### src/rtl/mem_access_stage_pkg.sv
// mem_access_stage_pkg
//   Shared constants for the memory-access pipeline stage.
//   - FSM state encodings (kept as plain constants for compatibility with
//     existing headers that compare state values numerically)
//   - word-alignment mask for data-memory addresses
//   - helper that flags a misaligned word address
package mem_access_stage_pkg;

  localparam logic [0:0] ST_IDLE = 1'b0;
  localparam logic [0:0] ST_WAIT = 1'b1;

  localparam logic [1:0] ALIGN_MASK = 2'b11;

  function automatic logic isMisaligned(input logic [1:0] addrLow);
    return (addrLow & ALIGN_MASK) != 2'b00;
  endfunction

endpackage

### src/rtl/mem_access_stage_if.sv
// mem_access_stage_if
//   Bundles the execute-side handshake, the data-memory bus and the
//   writeback outputs of the memory-access stage.
//   Parameters: DBITS (datapath/address width), REG_BITS (register index width)
//   Modports:
//     slave  - the stage itself (consumes execute results and memory
//              responses, drives memory requests and writeback)
//     master - the surrounding pipeline / memory model
interface mem_access_stage_if #(
  parameter int DBITS    = 32,
  parameter int REG_BITS = 4
);
  import mem_access_stage_pkg::*;

  // execute -> stage
  logic                inValid;
  logic                inReady;
  logic [DBITS-1:0]    aluResult;
  logic                condResult;
  logic [DBITS-1:0]    storeData;
  logic [REG_BITS-1:0] destReg;
  logic                isLoad;
  logic                isStore;
  logic                isBranch;
  logic                regWrite;

  // stage <-> data memory
  logic [DBITS-1:0]    memAddr;
  logic [DBITS-1:0]    memWrData;
  logic                memRd;
  logic                memWr;
  logic                memReady;
  logic [DBITS-1:0]    memRdData;

  // stage -> writeback
  logic                wbValid;
  logic                wbWrite;
  logic [REG_BITS-1:0] wbReg;
  logic [DBITS-1:0]    wbData;
  logic                branchTaken;
  logic                memError;

  modport slave (
    input  inValid, aluResult, condResult, storeData, destReg,
           isLoad, isStore, isBranch, regWrite, memReady, memRdData,
    output inReady, memAddr, memWrData, memRd, memWr,
           wbValid, wbWrite, wbReg, wbData, branchTaken, memError
  );

  modport master (
    output inValid, aluResult, condResult, storeData, destReg,
           isLoad, isStore, isBranch, regWrite, memReady, memRdData,
    input  inReady, memAddr, memWrData, memRd, memWr,
           wbValid, wbWrite, wbReg, wbData, branchTaken, memError
  );

endinterface

### src/rtl/mem_access_stage_wait_counter.sv
// wait_counter
//   Counts cycles spent waiting for a data-memory response.
//   Ports:
//     clk, reset - clock, synchronous active-high reset
//     clear      - restart the count at 0 (request being issued)
//     enable     - advance by one (waiting cycle without a response)
//     atLimit    - count has reached TIMEOUT-1
module wait_counter #(
  parameter int TIMEOUT = 16
) (
  input  logic clk,
  input  logic reset,
  input  logic clear,
  input  logic enable,
  output logic atLimit
);

  localparam int CW = (TIMEOUT < 2) ? 1 : $clog2(TIMEOUT);

  logic [CW-1:0] count;

  always_ff @(posedge clk) begin
    if (reset || clear) begin
      count <= '0;
    end else if (enable) begin
      count <= count + 1'b1;
    end
  end

  assign atLimit = (count == CW'(TIMEOUT - 1));

endmodule

### src/rtl/mem_access_stage.sv
// mem_access_stage
//   Memory-access pipeline stage. Non-memory results retire one cycle after
//   acceptance at full throughput; aligned loads/stores issue a held request
//   to data memory and stall (inReady=0) until memReady or a timeout.
//   Misaligned or load+store-conflicting ops raise the sticky memError and
//   retire without a register write.
//   Parameters: DBITS, REG_BITS, TIMEOUT (>=2, max WAIT cycles)
//   Ports:
//     clk   - single clock, all state on rising edge
//     reset - synchronous active-high reset
//     bus   - mem_access_stage_if.slave (execute handshake, memory bus,
//             writeback outputs)
module mem_access_stage
  import mem_access_stage_pkg::*;
#(
  parameter int DBITS    = 32,
  parameter int REG_BITS = 4,
  parameter int TIMEOUT  = 16
) (
  input  logic                clk,
  input  logic                reset,
  mem_access_stage_if.slave   bus
);

  logic [0:0]          state;
  logic                pendLoad;
  logic                pendWrite;
  logic                pendBranch;
  logic [REG_BITS-1:0] pendReg;

  logic accept;
  logic isMemOp;
  logic badMemOp;
  logic startWait;
  logic waitTick;
  logic atLimit;

  assign bus.inReady = (state == ST_IDLE);
  assign accept      = bus.inValid & bus.inReady;
  assign isMemOp     = bus.isLoad | bus.isStore;
  assign badMemOp    = isMisaligned(bus.aluResult[1:0]) | (bus.isLoad & bus.isStore);
  assign startWait   = accept & isMemOp & ~badMemOp;
  assign waitTick    = (state == ST_WAIT) & ~bus.memReady;

  wait_counter #(
    .TIMEOUT (TIMEOUT)
  ) uWaitCounter (
    .clk     (clk),
    .reset   (reset),
    .clear   (startWait),
    .enable  (waitTick),
    .atLimit (atLimit)
  );

  always_ff @(posedge clk) begin
    if (reset) begin
      state           <= ST_IDLE;
      pendLoad        <= 1'b0;
      pendWrite       <= 1'b0;
      pendBranch      <= 1'b0;
      pendReg         <= '0;
      bus.memAddr     <= '0;
      bus.memWrData   <= '0;
      bus.memRd       <= 1'b0;
      bus.memWr       <= 1'b0;
      bus.wbValid     <= 1'b0;
      bus.wbWrite     <= 1'b0;
      bus.wbReg       <= '0;
      bus.wbData      <= '0;
      bus.branchTaken <= 1'b0;
      bus.memError    <= 1'b0;
    end else begin
      // retirement strobes are single-cycle; data/index hold last value
      bus.wbValid     <= 1'b0;
      bus.wbWrite     <= 1'b0;
      bus.branchTaken <= 1'b0;

      case (state)
        ST_IDLE: begin
          if (accept) begin
            if (!isMemOp) begin
              bus.wbValid     <= 1'b1;
              bus.wbWrite     <= bus.regWrite;
              bus.wbReg       <= bus.destReg;
              bus.wbData      <= bus.aluResult;
              bus.branchTaken <= bus.isBranch & bus.condResult;
            end else if (badMemOp) begin
              // rejected before any request reaches memory
              bus.memError    <= 1'b1;
              bus.wbValid     <= 1'b1;
              bus.wbWrite     <= 1'b0;
              bus.wbReg       <= bus.destReg;
              bus.wbData      <= bus.aluResult;
              bus.branchTaken <= bus.isBranch & bus.condResult;
            end else begin
              state         <= ST_WAIT;
              bus.memAddr   <= bus.aluResult;
              bus.memWrData <= bus.storeData;
              bus.memRd     <= bus.isLoad;
              bus.memWr     <= bus.isStore;
              pendLoad      <= bus.isLoad;
              pendWrite     <= bus.regWrite;
              pendBranch    <= bus.isBranch & bus.condResult;
              pendReg       <= bus.destReg;
            end
          end
        end

        ST_WAIT: begin
          // memReady wins over the timeout when both land on the same cycle
          if (bus.memReady) begin
            state           <= ST_IDLE;
            bus.memRd       <= 1'b0;
            bus.memWr       <= 1'b0;
            bus.wbValid     <= 1'b1;
            bus.wbWrite     <= pendLoad & pendWrite;
            bus.wbReg       <= pendReg;
            bus.branchTaken <= pendBranch;
            if (pendLoad) begin
              bus.wbData <= bus.memRdData;
            end
          end else if (atLimit) begin
            state           <= ST_IDLE;
            bus.memRd       <= 1'b0;
            bus.memWr       <= 1'b0;
            bus.memError    <= 1'b1;
            bus.wbValid     <= 1'b1;
            bus.wbWrite     <= 1'b0;
            bus.wbReg       <= pendReg;
            bus.branchTaken <= pendBranch;
          end
        end

        default: begin
          state <= ST_IDLE;
        end
      endcase
    end
  end

endmodule

### src/flat_wrapper.sv
// flat-port wrapper written by rule: the top's interface ports become plain ports
module mem_access_stage_flat import mem_access_stage_pkg::*;
#(
  parameter int DBITS    = 32,
  parameter int REG_BITS = 4,
  parameter int TIMEOUT  = 16
)
  (clk, reset, bus_inValid, bus_aluResult, bus_condResult, bus_storeData, bus_destReg, bus_isLoad, bus_isStore, bus_isBranch, bus_regWrite, bus_memReady, bus_memRdData, bus_inReady, bus_memAddr, bus_memWrData, bus_memRd, bus_memWr, bus_wbValid, bus_wbWrite, bus_wbReg, bus_wbData, bus_branchTaken, bus_memError);
  mem_access_stage_if #(.DBITS(DBITS), .REG_BITS(REG_BITS)) bus_i ();
  input  logic clk;
  input  logic reset;
  input wire logic [$bits(bus_i.inValid)-1:0] bus_inValid;
  input wire logic [$bits(bus_i.aluResult)-1:0] bus_aluResult;
  input wire logic [$bits(bus_i.condResult)-1:0] bus_condResult;
  input wire logic [$bits(bus_i.storeData)-1:0] bus_storeData;
  input wire logic [$bits(bus_i.destReg)-1:0] bus_destReg;
  input wire logic [$bits(bus_i.isLoad)-1:0] bus_isLoad;
  input wire logic [$bits(bus_i.isStore)-1:0] bus_isStore;
  input wire logic [$bits(bus_i.isBranch)-1:0] bus_isBranch;
  input wire logic [$bits(bus_i.regWrite)-1:0] bus_regWrite;
  input wire logic [$bits(bus_i.memReady)-1:0] bus_memReady;
  input wire logic [$bits(bus_i.memRdData)-1:0] bus_memRdData;
  output wire logic [$bits(bus_i.inReady)-1:0] bus_inReady;
  output wire logic [$bits(bus_i.memAddr)-1:0] bus_memAddr;
  output wire logic [$bits(bus_i.memWrData)-1:0] bus_memWrData;
  output wire logic [$bits(bus_i.memRd)-1:0] bus_memRd;
  output wire logic [$bits(bus_i.memWr)-1:0] bus_memWr;
  output wire logic [$bits(bus_i.wbValid)-1:0] bus_wbValid;
  output wire logic [$bits(bus_i.wbWrite)-1:0] bus_wbWrite;
  output wire logic [$bits(bus_i.wbReg)-1:0] bus_wbReg;
  output wire logic [$bits(bus_i.wbData)-1:0] bus_wbData;
  output wire logic [$bits(bus_i.branchTaken)-1:0] bus_branchTaken;
  output wire logic [$bits(bus_i.memError)-1:0] bus_memError;
  assign bus_i.inValid = bus_inValid;
  assign bus_i.aluResult = bus_aluResult;
  assign bus_i.condResult = bus_condResult;
  assign bus_i.storeData = bus_storeData;
  assign bus_i.destReg = bus_destReg;
  assign bus_i.isLoad = bus_isLoad;
  assign bus_i.isStore = bus_isStore;
  assign bus_i.isBranch = bus_isBranch;
  assign bus_i.regWrite = bus_regWrite;
  assign bus_i.memReady = bus_memReady;
  assign bus_i.memRdData = bus_memRdData;
  assign bus_inReady = bus_i.inReady;
  assign bus_memAddr = bus_i.memAddr;
  assign bus_memWrData = bus_i.memWrData;
  assign bus_memRd = bus_i.memRd;
  assign bus_memWr = bus_i.memWr;
  assign bus_wbValid = bus_i.wbValid;
  assign bus_wbWrite = bus_i.wbWrite;
  assign bus_wbReg = bus_i.wbReg;
  assign bus_wbData = bus_i.wbData;
  assign bus_branchTaken = bus_i.branchTaken;
  assign bus_memError = bus_i.memError;
  mem_access_stage #(.DBITS(DBITS), .REG_BITS(REG_BITS), .TIMEOUT(TIMEOUT)) u_core (.clk(clk), .reset(reset), .bus(bus_i));
endmodule
### config.mk
export PLATFORM = sky130hd
export DESIGN_NAME = mem_access_stage_flat
export DESIGN_NICKNAME = d
export VERILOG_FILES = /design/src/rtl/mem_access_stage_pkg.sv /design/src/rtl/mem_access_stage_if.sv /design/src/rtl/mem_access_stage_wait_counter.sv /design/src/rtl/mem_access_stage.sv /design/src/flat_wrapper.sv
export SDC_FILE = /design/constraint.sdc
export NUM_CORES = 1
export LEC_CHECK = 0
export ABC_AREA = 0
export CORE_MARGIN = 3
export CORE_UTILIZATION = 46
export DETAILED_ROUTE_END_ITERATION = 12
export PLACE_DENSITY = 0.86
export SLEW_MARGIN = 25
export SYNTH_ARGS = -nofsm -noshare
export SYNTH_HDL_FRONTEND = slang
export SYNTH_HIERARCHICAL = 1
export SYNTH_SLANG_ARGS = --single-unit
### constraint.sdc
create_clock -name clk -period 4.9 [get_ports clk]
set_clock_uncertainty 0.2 [all_clocks]
set_input_delay 0.735 -clock clk [delete_from_list [all_inputs] [get_ports clk]]
set_output_delay 0.735 -clock clk [all_outputs]
set_load 0.01 [all_outputs]
==> summary.md <==
| Metric | Value |
|---|---|
| Outcome | finished, final reports clean |
| Synth top area share | 45.9% |
| Worst Setup End Kind | primary output |
| Setup CP Type | register to primary output |
| Critical path startpoint | u_core/state |
| Worst R2R Start | u_core/state |
| Row Count | 38 |
| Synthesized net count | 691 |
| Yosys top cell by area | dfxtp_1 |
| Final hold viol count | 0 |
| # hold bufs at CTS | 0 |
| Max Cap Viol | 0 |
| Post-synth EDFFs | 0 |
| ANT cells | 0 |
| PortBufs | 215 |
| Reg2Reg Setup Slack | 2170 ps |
| Sink Count | 118 |
| Achievable clock frequency | 0.308 GHz |
| Syn Area/Cell | 8.86 µm² |
| DRC Markers | 0 |
| Max FO, Critical Path | 30 |
| Vias | 5022 |
| Area of the core | 0.0109 mm² |
| Chip height | 112 µm |
| Critical path endpoint | bus_inReady |
| Min-Delay Path Class | register to register |
| Top-count cell post-synth | dfxtp_1 |
| Die width | 112 µm |
| Synthesized cell area | 0.00515 mm² |
| Root buffer cell | clkbuf_8 |
| Worst Tran Pin Value | 953 ps |
| Mapped Cells | 581 |
| GRT busiest layer | met2 |
| Initial Util | 47.3% |
| Top post-synthesis cells by count | 118 x dfxtp_1, 75 x a21oi_1, 68 x nand3_1 |
| Crit path DAT | 2310 ps |
| #FFs+latches synth | 118 |
| Power per standard cell area | 327 mW/mm² |
| Synth area leaders | dfxtp_1 46%, a21oi_1 7.3%, mux2i_1 7.2%, mux2_2 7.0%, nand3_1 6.6% |
| Worst Slack Setup Final | 1650 ps |
| Clock slew at reported path FFs | 60 ps |
| Die area | 0.0125 mm² |
| RSZ-0062 raised after global routing | no |
| Cts repair resizes | 0 |
| Grt met1 use | 28.6% |
| Required @ worst endpoint | 3960 ps |
| First-pass GRT wire length | 25400 µm |
| Slew HR | 36.5% |
| Largest net degree at the start of global routing | 95 |
| Reg2Reg Depth | 4 |
| Ys Warns | 6 |
| Number of global-route vias before repair | 5135 |
| Register area share after synthesis | 45.9% |
| Drt wl/cell | 17.2 µm |
| Routed Antenna Nets | 0 |
| Predominant post-synthesis flop cell | dfxtp_1 |
| Tmin final | 3250 ps |
| Post-synth ARST share | 0% |
| GRT met2 Usage | 43.6% |
| Num ports | 216 |
| Total gr overflow | 0 |
| Power, Total | 2.57 mW |
| GRT Total Usage | 24.9% |
| Via-per-instance ratio | 5.45 |
| Share of layout cells above drive strength 1 | 10.5% |
| Final setup fails | 0 |
| Layout Area Growth over Synthesis | 52.8% |
| Fin. max-slew vios | 0 |
| Startpoint Class | register |
| Final nets | 878 |
| Worst r2r dst | u_core/bus.memWrData[14] |
| Leak pwr | 2.86 nW |
| CTS Buf Count | 17 |
| Met3 Resource Use GR | 8.37% |
| Clock Latency Late Sink | 510 ps |
| RD Place Congestion | 0.781 |
| Max IR drop VDD | 208 µV |
| Utilization after layout | 72.3% |
| Clock Path Buffers | 2 |
| Final WL | 15900 µm |
| Post-detail-place hpwl | 10800 µm |
| Fin Setup TNS | 0 ps |
| CTS H-Tree Depth | 4 |
| # Post-CTS Setup Buffers | 0 |
| Final period util | 66.3% |
| Place WS | 1480 ps |
| Synth unique cells | 45 |
| Initial DRC count | 237 |
| CTS tree | yes |
| Worst hold margin | 256 ps |
| TritonRoute pass-1 iters | 5 |
| Initial antenna violation count | 0 |
-- sequential cells by signal, summed over array words and instances (netlist names), 4 cells and up --
signal and flops:
u_core/bus.wbData 32, u_core/uWaitCounter/count 4, u_core/pendReg 4, u_core/bus.memWrData 32
u_core/bus.memAddr 32, u_core/bus.wbReg 4
-- metal layers --
metal	share of wire, %	up-vias
met5	0	-
met4	1.3	0
met3	8.9	21
met2	50	208
met1	40	2369
li1	-	2424
-- final cells by class --
cell class	instances	area [µm²]
Inverter	5	20.0
Tap cell	140	175
Fill cell	831	3020
Clock inverter	9	100
Sequential cell	118	2360
Multi-Input combinational cell	402	2530
Timing Repair Buffer	224	2220
Clock buffer	23	467
-- critical path: stages, from the launching register on --
cell,delay (ps)
dfxtp_2,850
buf_4,400
inv_1,60
clkdlybuf4s50_1,480
-- per-stage QoR --
step	instance area, µm²	instances
3_5_place_dp	7300	889
4_1_cts	7870	921
3_3_place_gp	7300	889
2_1_floorplan	5150	581
5_1_grt	7870	921
6_report	7870	921
-- kinds of logic (layout without fill, tap and decap cells) --
kind of cell	count (synthesis)	after routing	synth area share [%]
flip-flops	118	118	45.9
adder cells (fa/ha/maj)	1	1	0.243
AND/OR/NAND/NOR	167	167	15.3
AO/OA/AOI/OAI	157	157	16.8
multiplexers	74	74	15.4
XOR/XNOR	3	3	0.875
buffers and inverters	61	261	5.56
-- report_power, final --
| part | internal [mW] | switching, mW |
|---|---|---|
| clock network | 0.758 | 0.414 |
| registers | 1.00 | 0.0220 |
| logic | 0.202 | 0.177 |
| total | 1.96 | 0.613 |
-- placed cells by master (no fill, tap or decap), types with 3 or more instances in the layout --
cell type | Yosys | final
clkbuf_8 | 0 | 4
nor2b_1 | 8 | 8
mux2_1 | 4 | 4
clkdlybuf4s50_1 | 0 | 214
and3_1 | 4 | 4
clkbuf_16 | 0 | 16
buf_4 | 5 | 10
mux2_2 | 32 | 32
nor2_1 | 12 | 12
dfxtp_1 | 118 | 117
inv_1 | 4 | 4
nand3_1 | 68 | 68
nand2_1 | 64 | 64
clkbuf_1 | 28 | 3
clkinv_2 | 0 | 6
a21oi_1 | 75 | 75
o21ai_0 | 66 | 66
mux2i_1 | 37 | 37
o21ai_1 | 3 | 3
-- worst min-delay path by stage --
stage,startpoint,to,cells past startpoint
after detailed placement,u_core/pendBranch,u_core/bus.branchTaken,2
after global placement,u_core/bus.wbData[14],u_core/bus.wbData[14],2
final,u_core/bus.wbData[10],u_core/bus.wbData[10],2
after global routing,u_core/pendWrite,u_core/bus.wbWrite,2
after CTS,u_core/pendBranch,u_core/bus.branchTaken,2
after floorplan,u_core/pendWrite,u_core/bus.wbWrite,2
No activity file was read; power rests on OpenSTA's default activity.
